### src/rtl/ram_pkg.sv
// Shared widths, RAM command record and RWn encodings for the RAM command master.
package ram_pkg;

   localparam int ADDR_W = 8;
   localparam int DATA_W = 8;

   localparam logic RW_READ  = 1'b1;
   localparam logic RW_WRITE = 1'b0;

   typedef struct packed {
      logic              we;
      logic [ADDR_W-1:0] addr;
      logic [DATA_W-1:0] wdata;
   } ram_cmd_t;

endpackage

### src/rtl/sync_fifo.sv
// Single-clock FIFO with registered storage and a head that reads through combinationally.
module sync_fifo #(
   parameter type T         = logic [7:0],
   parameter int  DEPTH     = 2,
   localparam int CNT_W     = $clog2(DEPTH) + 1
) (
   input  logic             clk,
   input  logic             rst,
   input  logic             push,
   input  T                 din,
   input  logic             pop,
   output T                 dout,
   output logic             full,
   output logic             empty,
   output logic [CNT_W-1:0] count
);

   localparam int               PTR_W    = (DEPTH > 1) ? $clog2(DEPTH) : 1;
   localparam logic [PTR_W-1:0] LAST     = PTR_W'(DEPTH - 1);
   localparam logic [CNT_W-1:0] FULL_CNT = CNT_W'(DEPTH);

   T                 mem [DEPTH];
   logic [PTR_W-1:0] wr_ptr;
   logic [PTR_W-1:0] rd_ptr;
   logic             do_push;
   logic             do_pop;

   // explicit wrap keeps the pointers correct for non-power-of-2 depths too
   function automatic logic [PTR_W-1:0] ptr_next(input logic [PTR_W-1:0] p);
      return (p == LAST) ? '0 : p + 1'b1;
   endfunction

   assign full    = (count == FULL_CNT);
   assign empty   = (count == '0);
   assign do_push = push & ~full;
   assign do_pop  = pop & ~empty;
   assign dout    = mem[rd_ptr];

   always_ff @(posedge clk or posedge rst) begin
      if (rst) begin
         wr_ptr <= '0;
         rd_ptr <= '0;
         count  <= '0;
         for (int i = 0; i < DEPTH; i++) mem[i] <= '0;
      end else begin
         if (do_push) begin
            mem[wr_ptr] <= din;
            wr_ptr      <= ptr_next(wr_ptr);
         end
         if (do_pop) rd_ptr <= ptr_next(rd_ptr);
         count <= count + CNT_W'(do_push) - CNT_W'(do_pop);
      end
   end

endmodule

### src/rtl/ram_cmd_master.sv
// Queues read/write commands, issues them in order to the 8-bit RAM with a one-cycle strobe,
// and returns read data in order through a credit-limited response FIFO.
module ram_cmd_master
   import ram_pkg::*;
#(
   parameter int CMD_DEPTH = 4,
   parameter int RSP_DEPTH = 2,
   parameter int RD_LAT    = 1
) (
   input  logic              clk,
   input  logic              rst,
   input  logic              cmd_valid,
   output logic              cmd_ready,
   input  logic              cmd_we,
   input  logic [ADDR_W-1:0] cmd_addr,
   input  logic [DATA_W-1:0] cmd_wdata,
   output logic              RWn,
   output logic              mem_en,
   output logic [ADDR_W-1:0] raddr,
   output logic [ADDR_W-1:0] waddr,
   output logic [DATA_W-1:0] wdata,
   input  logic [DATA_W-1:0] rdata,
   output logic              rsp_valid,
   input  logic              rsp_ready,
   output logic [DATA_W-1:0] rsp_data,
   output logic              busy
);

   localparam int            CW       = $clog2(RSP_DEPTH) + 1;
   localparam logic [CW-1:0] CRED_MAX = CW'(RSP_DEPTH);

   ram_cmd_t                   cmd_in;
   ram_cmd_t                   head;
   logic                       cmd_push;
   logic                       cmd_full;
   logic                       cmd_empty;
   logic [$clog2(CMD_DEPTH):0] cmd_count;
   logic                       issue;
   logic                       issue_rd;
   logic                       issue_wr;
   logic                       rd_strobe;
   logic [RD_LAT-1:0]          rd_pipe;
   logic                       rsp_push;
   logic                       rsp_pop;
   logic                       rsp_full;
   logic                       rsp_empty;
   logic [CW-1:0]              rsp_count;
   logic [CW-1:0]              credits;

   assign cmd_in    = '{we: cmd_we, addr: cmd_addr, wdata: cmd_wdata};
   assign cmd_ready = ~cmd_full;
   assign cmd_push  = cmd_valid & cmd_ready;

   sync_fifo #(.T(ram_cmd_t), .DEPTH(CMD_DEPTH)) u_cmd_fifo (
      .clk   (clk),
      .rst   (rst),
      .push  (cmd_push),
      .din   (cmd_in),
      .pop   (issue),
      .dout  (head),
      .full  (cmd_full),
      .empty (cmd_empty),
      .count (cmd_count)
   );

   // credits = response slots not yet claimed by an issued read or a buffered response
   always_comb begin
      issue_wr = 1'b0;
      issue_rd = 1'b0;
      if (!cmd_empty) begin
         if (head.we)               issue_wr = 1'b1;
         else if (credits != '0)    issue_rd = 1'b1;
      end
   end

   assign issue = issue_wr | issue_rd;

   always_ff @(posedge clk or posedge rst) begin
      if (rst) begin
         mem_en <= 1'b0;
         RWn    <= RW_READ;
         raddr  <= '0;
         waddr  <= '0;
         wdata  <= '0;
      end else begin
         mem_en <= issue;
         RWn    <= issue_wr ? RW_WRITE : RW_READ;
         if (issue_wr) begin
            waddr <= head.addr;
            wdata <= head.wdata;
         end
         if (issue_rd) raddr <= head.addr;
      end
   end

   assign rd_strobe = mem_en & (RWn == RW_READ);

   // the cast drops the oldest tag once it has left the last stage
   always_ff @(posedge clk or posedge rst) begin
      if (rst) rd_pipe <= '0;
      else     rd_pipe <= RD_LAT'({rd_pipe, rd_strobe});
   end

   assign rsp_push = rd_pipe[RD_LAT-1];

   sync_fifo #(.T(logic [DATA_W-1:0]), .DEPTH(RSP_DEPTH)) u_rsp_fifo (
      .clk   (clk),
      .rst   (rst),
      .push  (rsp_push),
      .din   (rdata),
      .pop   (rsp_pop),
      .dout  (rsp_data),
      .full  (rsp_full),
      .empty (rsp_empty),
      .count (rsp_count)
   );

   assign rsp_valid = ~rsp_empty;
   assign rsp_pop   = rsp_valid & rsp_ready;

   always_ff @(posedge clk or posedge rst) begin
      if (rst) credits <= CRED_MAX;
      else     credits <= credits - CW'(issue_rd) + CW'(rsp_pop);
   end

   assign busy = ~cmd_empty | (credits != CRED_MAX);

   a_credit_underflow : assert property (@(posedge clk) disable iff (rst)
      issue_rd |-> (credits != '0));
   a_credit_overflow  : assert property (@(posedge clk) disable iff (rst)
      rsp_pop |-> (credits != CRED_MAX));
   a_rsp_room         : assert property (@(posedge clk) disable iff (rst)
      rsp_push |-> !rsp_full);
   a_slot_total       : assert property (@(posedge clk) disable iff (rst)
      (int'(credits) + int'(rsp_count)) <= RSP_DEPTH);
   a_cmd_count        : assert property (@(posedge clk) disable iff (rst)
      int'(cmd_count) <= CMD_DEPTH);

endmodule
### config.mk
export PLATFORM = sky130hd
export DESIGN_NAME = ram_cmd_master
export DESIGN_NICKNAME = d
export VERILOG_FILES = /design/src/rtl/ram_pkg.sv /design/src/rtl/sync_fifo.sv /design/src/rtl/ram_cmd_master.sv
export SDC_FILE = /design/constraint.sdc
export NUM_CORES = 1
export LEC_CHECK = 0
export BUFFER_PORTS_ARGS = -buffer_cell sky130_fd_sc_hd__buf_2
export CORE_ASPECT_RATIO = 0.6
export CORE_UTILIZATION = 52
export CTS_CLUSTER_SIZE = 25
export DETAILED_ROUTE_END_ITERATION = 7
export PLACE_DENSITY = 0.74
export SYNTH_ARGS = -nofsm -noshare
export SYNTH_HDL_FRONTEND = slang
export SYNTH_HIERARCHICAL = 1
export SYNTH_SLANG_ARGS = --single-unit
### constraint.sdc
create_clock -name clk -period 2.7 [get_ports clk]
set_input_delay 0.27 -clock clk [delete_from_list [all_inputs] [get_ports clk]]
set_output_delay 0.27 -clock clk [all_outputs]
set_load 0.01 [all_outputs]
Word level (Yosys, flattened, before mapping):

Index checks and enable logic that the tools add are counted.

* register bits: 124
* bits in latches: 0
* RAM bits: 0
* memory bits (read-only): 0
* input bits: 29
* logic and storage cells: 92
* memories kept: 0

* add/sub/neg operators: 10
* multiply operators: 0
* div/mod/pow operators: 0
* order comparisons: 6
* equality and inequality tests: 5
* shifts and indexed selects: 0
* muxes and demuxes: 22
* bitwise logic cells: 17
* reductions and logical operators: 5

Operators with widths (count)
* $bwmux W68: 1
* $mux W17: 3
* $bmux W17 S2: 1
* $demux W17 S2: 1
* $mux W8: 4
* $bwmux W16: 1
* $demux W8 S1: 1
* $mux W1: 8
* $and A1 B1 Y1: 7
* $eq A2 B2 Y1 const B: 3
* $ge A3 B3 Y1 const B: 2
* $not A2 Y3: 2
* $add A2 B1 Y2: 2
* $add A2 B1 Y2 const B: 2
* $ge A2 B2 Y1 const B: 2
* $mux W2: 2
* $not A1 Y1: 4
* $not A1 Y2: 2
* $sub A2 B1 Y2: 2
* $add A3 B1 Y3: 1
* $eq A3 B3 Y1 const B: 1
* $logic_not A3 Y1: 1
* $lt A3 B1 Y1 const B: 1
* $sub A3 B1 Y3: 1
* 7 further kinds: 10

Longest topological paths before layout:

Gate-level depths: netlist of run 1.

* word-level depth: 9
* gate-level depth with buffers: 13
* gate-level depth less buffers: 11

Cells and area by module:

The synthesis of run 1 kept the hierarchy.

By module, submodules not included
* sync_fifo (u_cmd_fifo): instances 1, cells each 203, area an instance 3373.2 µm², seq. area each 1876.8 µm²
* ram_cmd_master: instances 1, cells each 75, area an instance 1193.6 µm², seq. area each 728.2 µm²
* sync_fifo (u_rsp_fifo): instances 1, cells each 61, area an instance 898.4 µm², seq. area each 500.5 µm²

Worst setup path before layout of run 1:

Ideal clock, no wire load.

* kind: register to register
* start point: register u_cmd_fifo.rd_ptr[0]
* end point: register u_cmd_fifo.count[2]
* library setup time: 0.123 ns
* data arrival time: 2.607 ns
* required time: 2.577 ns
* path slack: -0.029 ns
* cell stages (with the launch flop): 13
* buffers on the path: 1
* period minus slack after synthesis: 2.729 ns
* cell sequence: dfrtp_1 -> buf_2 -> mux4_2 -> nor3_1 -> nor2_1 -> nand2b_1 -> inv_1 -> ha_1 -> inv_1 -> ha_1 -> fa_1 -> xnor2_1 -> xnor2_1

RTL lines
* start, declared: RTL line sync_fifo.sv:24 `logic [PTR_W-1:0] rd_ptr;`
* start signal, assigned: RTL line sync_fifo.sv:50 `if (do_pop) rd_ptr <= ptr_next(rd_ptr);`
* end signal, assigned: RTL line sync_fifo.sv:51 `count <= count + CNT_W'(do_push) - CNT_W'(do_pop);`
* end, declared: RTL line sync_fifo.sv:15 `output logic [CNT_W-1:0] count`

==> summary by stage, run 1 <==
Finish
The count of nets after finishing is 467. Of the cells placed in the final design, the portion with a size suffix greater than 1 is 59.68%. The repair_antennas step left the layout with diodes totalling 0. With fillers left out, the area of the finished cells amounts to 0.006579 mm². The area growth from synthesis to layout is 20.38%. The filler cell count is 756. The final non-filler cell total is 574. Registers take 0.003105 mm². The area occupied by multi-input gates is 0.002206 mm².

Floorplanning
From left edge to right edge, the die measures 134.4 µm. The number of I/O pins is 66. Measured along the y axis, the die boundary spans 81.41 µm.

The die covers 0.01094 mm². In this run the standard cell core region covers 0.01002 mm². For this configuration, the core starts out at a cell density of 54.55%.

Row generation in the floorplan step produced 28 rows.

GRT
For this run the aggregate overflow at the end of global routing stands at 0. The via count of the first global-routing pass is 3189. The number of antenna violations at the first check in global routing is 1. The total global routing track utilization is 21.84%. The maximum number of pins on one net before global-route repair is 49. The global-route wire length before repair is 17220 µm.

Route
The via count of the routed design is 3022. The count of nets left with antenna violations once routing finished came out at 0. The number of remaining DRC errors is 0. The highest routing layer actually used is met5. For this block, wires on met1 add up to 5188 µm. In the detailed route, the total length drawn on met2 is 4889 µm. Using the TritonRoute via totals, the vias-per-cell ratio works out to 5.265. The wire length on met3 is 425 µm. The routed design has 10640 µm of wire. After detailed routing, the average wire length per cell comes to 18.54 µm.

The first TritonRoute pass finished after 4 iterations. The count of routing violations after the opening detailed-route iteration is 145.

Worst setup path
The worst setup path is of the register to register kind. The library cell contributing the largest single delay on the critical path is sky130_fd_sc_hd__mux4_2. The startpoint type of the worst setup path is a register. The total buffers and inverters traversed by the critical path is 2. Data on the critical path arrives at its endpoint at 2930 ps. Data on the critical path is required at its endpoint by 2980 ps. Along the worst path, the maximum fanout reaches 2. The cell family contributing the most delay on the critical path is adder cells. The signal on the critical path passes through mux4_2, nor3_2, nor2_1, nand2b_1, inv_1, ha_1, inv_1, ha_2, fa_2, xnor2_2, xnor2_1. The peak per-stage delay on the critical path is 530 ps. The element type at the critical path end is a register. The cell type with the highest occurrence count on the critical path is sky130_fd_sc_hd__inv_1.

STA
The final-report hold violation count is 0. The worst-case headroom to the max-slew limit is 50.20%. After layout, the minimum clock period comes to 2648 ps. The worst-case clock skew is 8.455 ps. The number of slew-limit violations in the final report is 0. Setup violations remaining at the end of the flow were counted as 0.

Setup repair after global routing could not meet its margin everywhere. For this run, the top clock speed supported by timing is 377.6 MHz. Of the available clock period, the critical path in the final layout requires 98.08%. The post-route worst hold slack is 115.7 ps. The transition time at the pin with the least slew margin is 746.1 ps.

Placed design
The placed instances occupy a cell area of 0.005939 mm². At the end of routability-driven placement, the weighted congestion stood at 0.7246. The post-detailed-placement half-perimeter wirelength is 6993 µm.

Including well taps, the total number of placed cells is 537. In this run the tool buffered the top-level ports with 65 buffer cells.

Yosys
Summing the areas of all fa, ha and maj instances in the mapped netlist gives 2.885% of the synthesized area. The combinational family with the most area after synthesis is multiplexers. Yosys attributes the largest share of cell area to sky130_fd_sc_hd__dfrtp_1, sky130_fd_sc_hd__mux2_2, sky130_fd_sc_hd__mux4_2, sky130_fd_sc_hd__ha_1, sky130_fd_sc_hd__mux2_4. A synthesized cell averages 16.12 µm².

The synthesized netlist devotes 1.282% of its cell area to XOR and XNOR gates. The most frequent cell after synthesis is sky130_fd_sc_hd__dfrtp_1. During synthesis, Yosys emitted a total of 6 warnings.

The flop and latch count out of synthesis is 124. Synthesis produced a netlist with a net count of 380. The cell count after synthesis is 339.

The share of the yosys chip area belonging to registers is 56.82%. The number of enable flip-flop cells after synthesis is 0. The portion of synthesized area spent on multiplexers is 32.35%. The number of different library cells used by synthesis comes to 29.

After synthesis, the most frequently instantiated cells are sky130_fd_sc_hd__dfrtp_1, sky130_fd_sc_hd__mux2_2, sky130_fd_sc_hd__mux4_2. The post-synthesis share of cell area spent on and, or, nand and nor gates is 3.228%. Counting flops with an async set or reset pin after synthesis yields a share of 100.0%. The top cell type by area accounts for 55.86% of the synthesized area.

The synthesized area is 0.005465 mm². The primary flip-flop cell chosen by synthesis mapping is sky130_fd_sc_hd__dfrtp_1. The synthesized netlist devotes 0.2976% of its cell area to compound gates. sky130_fd_sc_hd__dfrtp_1 takes more of the synthesized area than any other cell.

Run
Across the run, the number of max-cap violations was 0.

CTS
TritonCTS built the clock tree. The clock drives 124 sinks. The H-tree depth reported by CTS is 4.

The total clock buffers created by CTS is 17. No sink is reached through more buffers than the 2 on the longest clock path. The clock transition at the register clock pins on the worst setup and hold paths after CTS is 50 ps. The later pin in the worst-skew pair is clocked with a latency of 410 ps.

In this run the clock root is driven by a sky130_fd_sc_hd__clkbuf_16.

Power
For this design the static power due to leakage is 2.972 nW. The worst-case IR drop observed on VDD is 0.6984 mV. The power density over the cells is 1506 mW/mm². After layout, the design draws a total of 9.908 mW.

Status
The flow ran to the end, and the final reports show no timing, DRC or antenna violations.

Hold path
The kind of path behind the tightest hold check is input port to register.
cell usage in the layout, fill, tap and decap left out, drive strengths merged, types with 4 or more instances in the layout:
cell and n:
dfrtp 122, mux2 120, buf 79, clkbuf 24
mux4 17, inv 17, ha 11, nor2 9
xnor2 7, clkinv 6, nand2 5, nor2b 4
report_power, final:
| part | switching [mW] | leakage (nW) | internal (mW) |
|---|---|---|---|
| Combinational | 1.79 | 1.21 | 2.46 |
| Clock | 0.758 | 0.294 | 1.45 |
| Sequential | 0.562 | 1.47 | 2.89 |
| Total | 3.11 | 2.97 | 6.80 |
final cells by class:
| cell class | count | share of cell area, % |
|---|---|---|
| inverters | 17 | 0.9700 |
| clock inverters | 8 | 1.369 |
| flip-flops and latches | 124 | 47.20 |
| well taps | 135 | 2.568 |
| multi-input cells | 186 | 33.53 |
| clock buffers | 24 | 7.474 |
| repair buffers | 80 | 6.885 |
per-stage QoR:
step,TNS (ps),utilization [%],setup WS [ps]
final,0,65.66,51.92
after global routing,-58.75,65.66,-58.75
after CTS,0,65.18,45.19
after detailed placement,0,59.28,106.5
after global placement,0,59.28,225.8
after floorplan,0,-,41.41
metal layers:
layer  GRT usage, %  up-vias
met4          8.315        2
met1          30.33     1564
met2          33.73       59
met3          5.494       12
met5              0        -
li1               -     1385
logic make-up (layout without fill, tap and decap cells):
| group | Yosys count | count (layout) |
|---|---|---|
| muxes | 137 | 137 |
| DFF | 124 | 124 |
| buffers and inverters | 29 | 129 |
| and+or+nand+nor | 28 | 28 |
| adders and majority gates | 12 | 12 |
| xor gates and xnor gates | 8 | 8 |
| AOI/OAI and AO/OA | 1 | 1 |
repair_timing:
action / in CTS / in global routing
endpoints found under the hold margin: 28 / 0
buffers inserted: 0 / 4
setup endpoints to repair: 0 / 1
hold buffers: 1 / 0
resized for setup: 0 / 4
flip-flops by register name, indices dropped and copies added (netlist names):
signal,flops
u_rsp_fifo/rd_ptr,1
u_cmd_fifo/wr_ptr,2
wdata,8
u_cmd_fifo/rd_ptr,2
credits,2
RWn,1
u_rsp_fifo/wr_ptr,1
rd_pipe,1
u_cmd_fifo/mem,68
u_cmd_fifo/count,3
u_rsp_fifo/mem,16
waddr,8
raddr,8
mem_en,1
u_rsp_fifo/count,2
path summary, 6_finish.rpt:
path                            depth (start not counted)  slack [ps]            startpoint                   to
max in group asynchronous                               4        1520                   rst   u_cmd_fifo/mem[49]
worst max-delay path                                   11          50  u_cmd_fifo/rd_ptr[0]  u_cmd_fifo/count[2]
worst max register to register                         11          50  u_cmd_fifo/rd_ptr[0]  u_cmd_fifo/count[2]
min in group asynchronous                               3         290                   rst             waddr[0]
worst min-delay path                                    2         120              rdata[5]    u_rsp_fifo/mem[5]
worst min register to register                          1         500     u_cmd_fifo/mem[5]    u_cmd_fifo/mem[5]
No activity file was read; power rests on OpenSTA's default activity.
==> run 2: changes to the inputs <==
CORE_UTILIZATION = 50   (was 52)
PLACE_DENSITY = 0.72   (was 0.74)
==> summary by stage, run 2 (same netlist as run 1, synthesis figures left out) <==
Floorplanning
The row count is 29. The number of I/O pins is 66. The die covers 0.01137 mm². After floorplanning, the core was sized to cover 0.01060 mm². The die outline height is 82.99 µm.

Once the floorplan was initialized, standard cells occupied 51.58% of the core. In this run the horizontal extent of the chip is 137.0 µm.

Power
The total leakage power is 2.962 nW. The maximum resistive drop on vdd is 0.7496 mV. The power consumption is 9.963 mW. In this run the power density over the cells is 1517 mW/mm².

Route
For this run, the detailed router's first-pass iteration total came to 6. In this run, the number of DRC markers left after iteration 0 of detailed routing was 123. The routed length per placed instance is 18.72 µm. For this run, design rule violations remaining after detail routing come to 0. The count of nets left with antenna violations after detail routing is 0. The post-detailed-routing wire length is 10740 µm.

In the routed layout, each cell is associated on average with a via count of 5.261. The detailed router placed 3020 vias in this run.

STA
The transition time at the pin with the least slew margin is 822.4 ps. For the final database, setup skew stands at 8.830 ps. Timing would allow up to 390.8 MHz. The final-report hold violation count is 0. The worst-case headroom to the max-slew limit is 45.10%. Setup slack on the critical path of the routed design comes to 141.2 ps. The number of slew-limit violations in the final report is 0. The clock period minus final worst setup slack is 2559 ps. Setup repair after global routing left no endpoint under its margin. Adding up every negative setup slack in the final design gives 0 ps.

The share of the cycle needed by the critical path after routing is 94.77%. Setup violations remaining at the end of the flow were counted as 0.

Hold path
The kind of path behind the tightest hold check is input port to asynchronous set/reset pin.

Worst setup path
The startpoint type of the worst setup path is a register. The endpoint of the most critical register-to-register path is u_cmd_fifo/count[2]. The critical register-to-register path startpoint is u_cmd_fifo/rd_ptr[0].

The signal on the critical path passes through mux4_2, nor3_2, nor2_1, nand2b_1, inv_1, ha_1, inv_1, ha_1, fa_2, xnor2_2, xnor2_1. On the worst path, the slowest cell contributes a delay of 550 ps. The element type at the critical path end is a register.

The total buffers and inverters traversed by the critical path is 2. Of all nets on the critical path, the largest fanout is 3. The library cell contributing the largest single delay on the critical path is sky130_fd_sc_hd__mux4_2. For flop-to-flop paths, the worst setup slack is 140 ps. The cell count of the worst reg-to-reg path is 11.

The data arrival time of the critical path is 2850 ps. By startpoint and endpoint, the worst setup path is classified as register to register. The cell family contributing the most delay on the critical path is adder cells. STA puts the critical path data required time at 2990 ps.

Finish
Leaving out fill and tap cells, the most frequent cell in the layout is sky130_fd_sc_hd__dfrtp_1. The final non-filler cell total is 574. At the end of the flow, the number of nets in the layout was 463. Of the cells placed in the final design, the portion with a size suffix greater than 1 is 59.54%. The sequential cells in the finished layout cover a total of 0.003105 mm².

The layout overhead on the synthesized area is 20.15%. The area occupied by multi-input gates is 0.002208 mm². The largest registers in the layout are u_cmd_fifo/mem (68), u_rsp_fifo/mem (16). 0 antenna diodes ended up in the layout. The filler cell count is 793.

In the layout the commonest cells are sky130_fd_sc_hd__dfrtp_1, sky130_fd_sc_hd__mux2_2, sky130_fd_sc_hd__buf_2. Counting flops per register, the top entry is u_cmd_fifo/mem. The register with the most flip-flops in the layout has 68 of them.

Placed design
In this run the tool buffered the top-level ports with 65 buffer cells. OpenSTA, run right after detailed placement, puts the worst setup slack at 124.5 ps. Once detailed placement completed, the half-perimeter wirelength came to 7044 µm. The cell total after placement is 542. The routability congestion estimate from global placement is 0.7356.

GRT
After global routing the overflow that remains totals 0. The number of antenna violations at the first check in global routing came to 0. In the global route stage, overall resource usage came out at 21.16%. Entering global routing, the biggest net connects 41 pins.

The via count of the first global-routing pass is 3297. The first global-routing pass estimated 17450 µm of wire.

CTS
The insertion delay of the later-clocked pin in the worst-skew pair is 420 ps. The total clock buffers created by CTS is 17. The number of hold buffers added after CTS was 0. The CTS tree is yes.

After clock tree synthesis, the clock-pin slew on the worst setup and hold paths is 60 ps. The H-tree depth reported by CTS is 4. The number of setup buffers added after CTS is 0. The total clock sinks is 124. The root buffer cell is sky130_fd_sc_hd__clkbuf_16. The maximum clock insertion buffer count is 2.

Status
The run finished with clean final reports.

Run
Across the run, the number of max-cap violations was 0.
run 2: cell count changes in the layout (fill, tap and decap cells not counted), sizes merged:
cell         change
clkinv           -1
bufinv           +1
buf              -3
dlygate4sd3      -1
run 2: worst max path at each step:
stage,to,startpoint,depth (start not counted),slack [ps]
2_1_floorplan,u_cmd_fifo/count[2],u_cmd_fifo/rd_ptr[1],13,40
3_3_place_gp,u_cmd_fifo/count[2],u_cmd_fifo/rd_ptr[0],11,230
3_5_place_dp,u_cmd_fifo/count[2],u_cmd_fifo/rd_ptr[0],11,120
4_1_cts,u_cmd_fifo/count[2],u_cmd_fifo/rd_ptr[0],11,50
5_1_grt,u_cmd_fifo/count[2],u_cmd_fifo/rd_ptr[0],11,20
6_report,u_cmd_fifo/count[2],u_cmd_fifo/rd_ptr[0],11,140
run 2: area by class of cell:
type,instances,share of cell area (%)
clock buffer,24,7.489
clock inverter,8,1.753
sequential,124,47.29
inverter,17,0.9718
timing repair buffer,76,6.212
tap,139,2.649
multi-input combinational,186,33.63
run 2: through the flow:
step	hold WS (ps)	utilization [%]	instance area, µm²
2_1_floorplan	233.8	-	5470
3_3_place_gp	472.6	56.06	5939
3_5_place_dp	490.0	56.06	5939
4_1_cts	52.95	61.79	6546
5_1_grt	92.64	61.97	6566
6_report	32.81	61.97	6566
run 2: repair_timing:
item	4_1_cts	5_1_grt
hold endpoints to repair	0	0
resized for setup	0	4
endpoints found under the setup margin	0	1
run 2: power by group:
| part | total [mW] | internal, mW | switching, mW |
|---|---|---|---|
| sequential | 3.46 | 2.89 | 0.574 |
| combinational | 4.17 | 2.40 | 1.77 |
| clock | 2.33 | 1.54 | 0.790 |
| total | 9.96 | 6.83 | 3.13 |
run 2: per-layer routing:
layer	GRT usage [%]	part of all wire (%)	up-vias	wire length [µm]
li1	-	-	1374	-
met4	8.092	1.6	0	175
met1	28.96	47	1563	5026
met2	31.36	46	68	4967
met3	6.960	5.3	15	573
met5	0	0	-	0
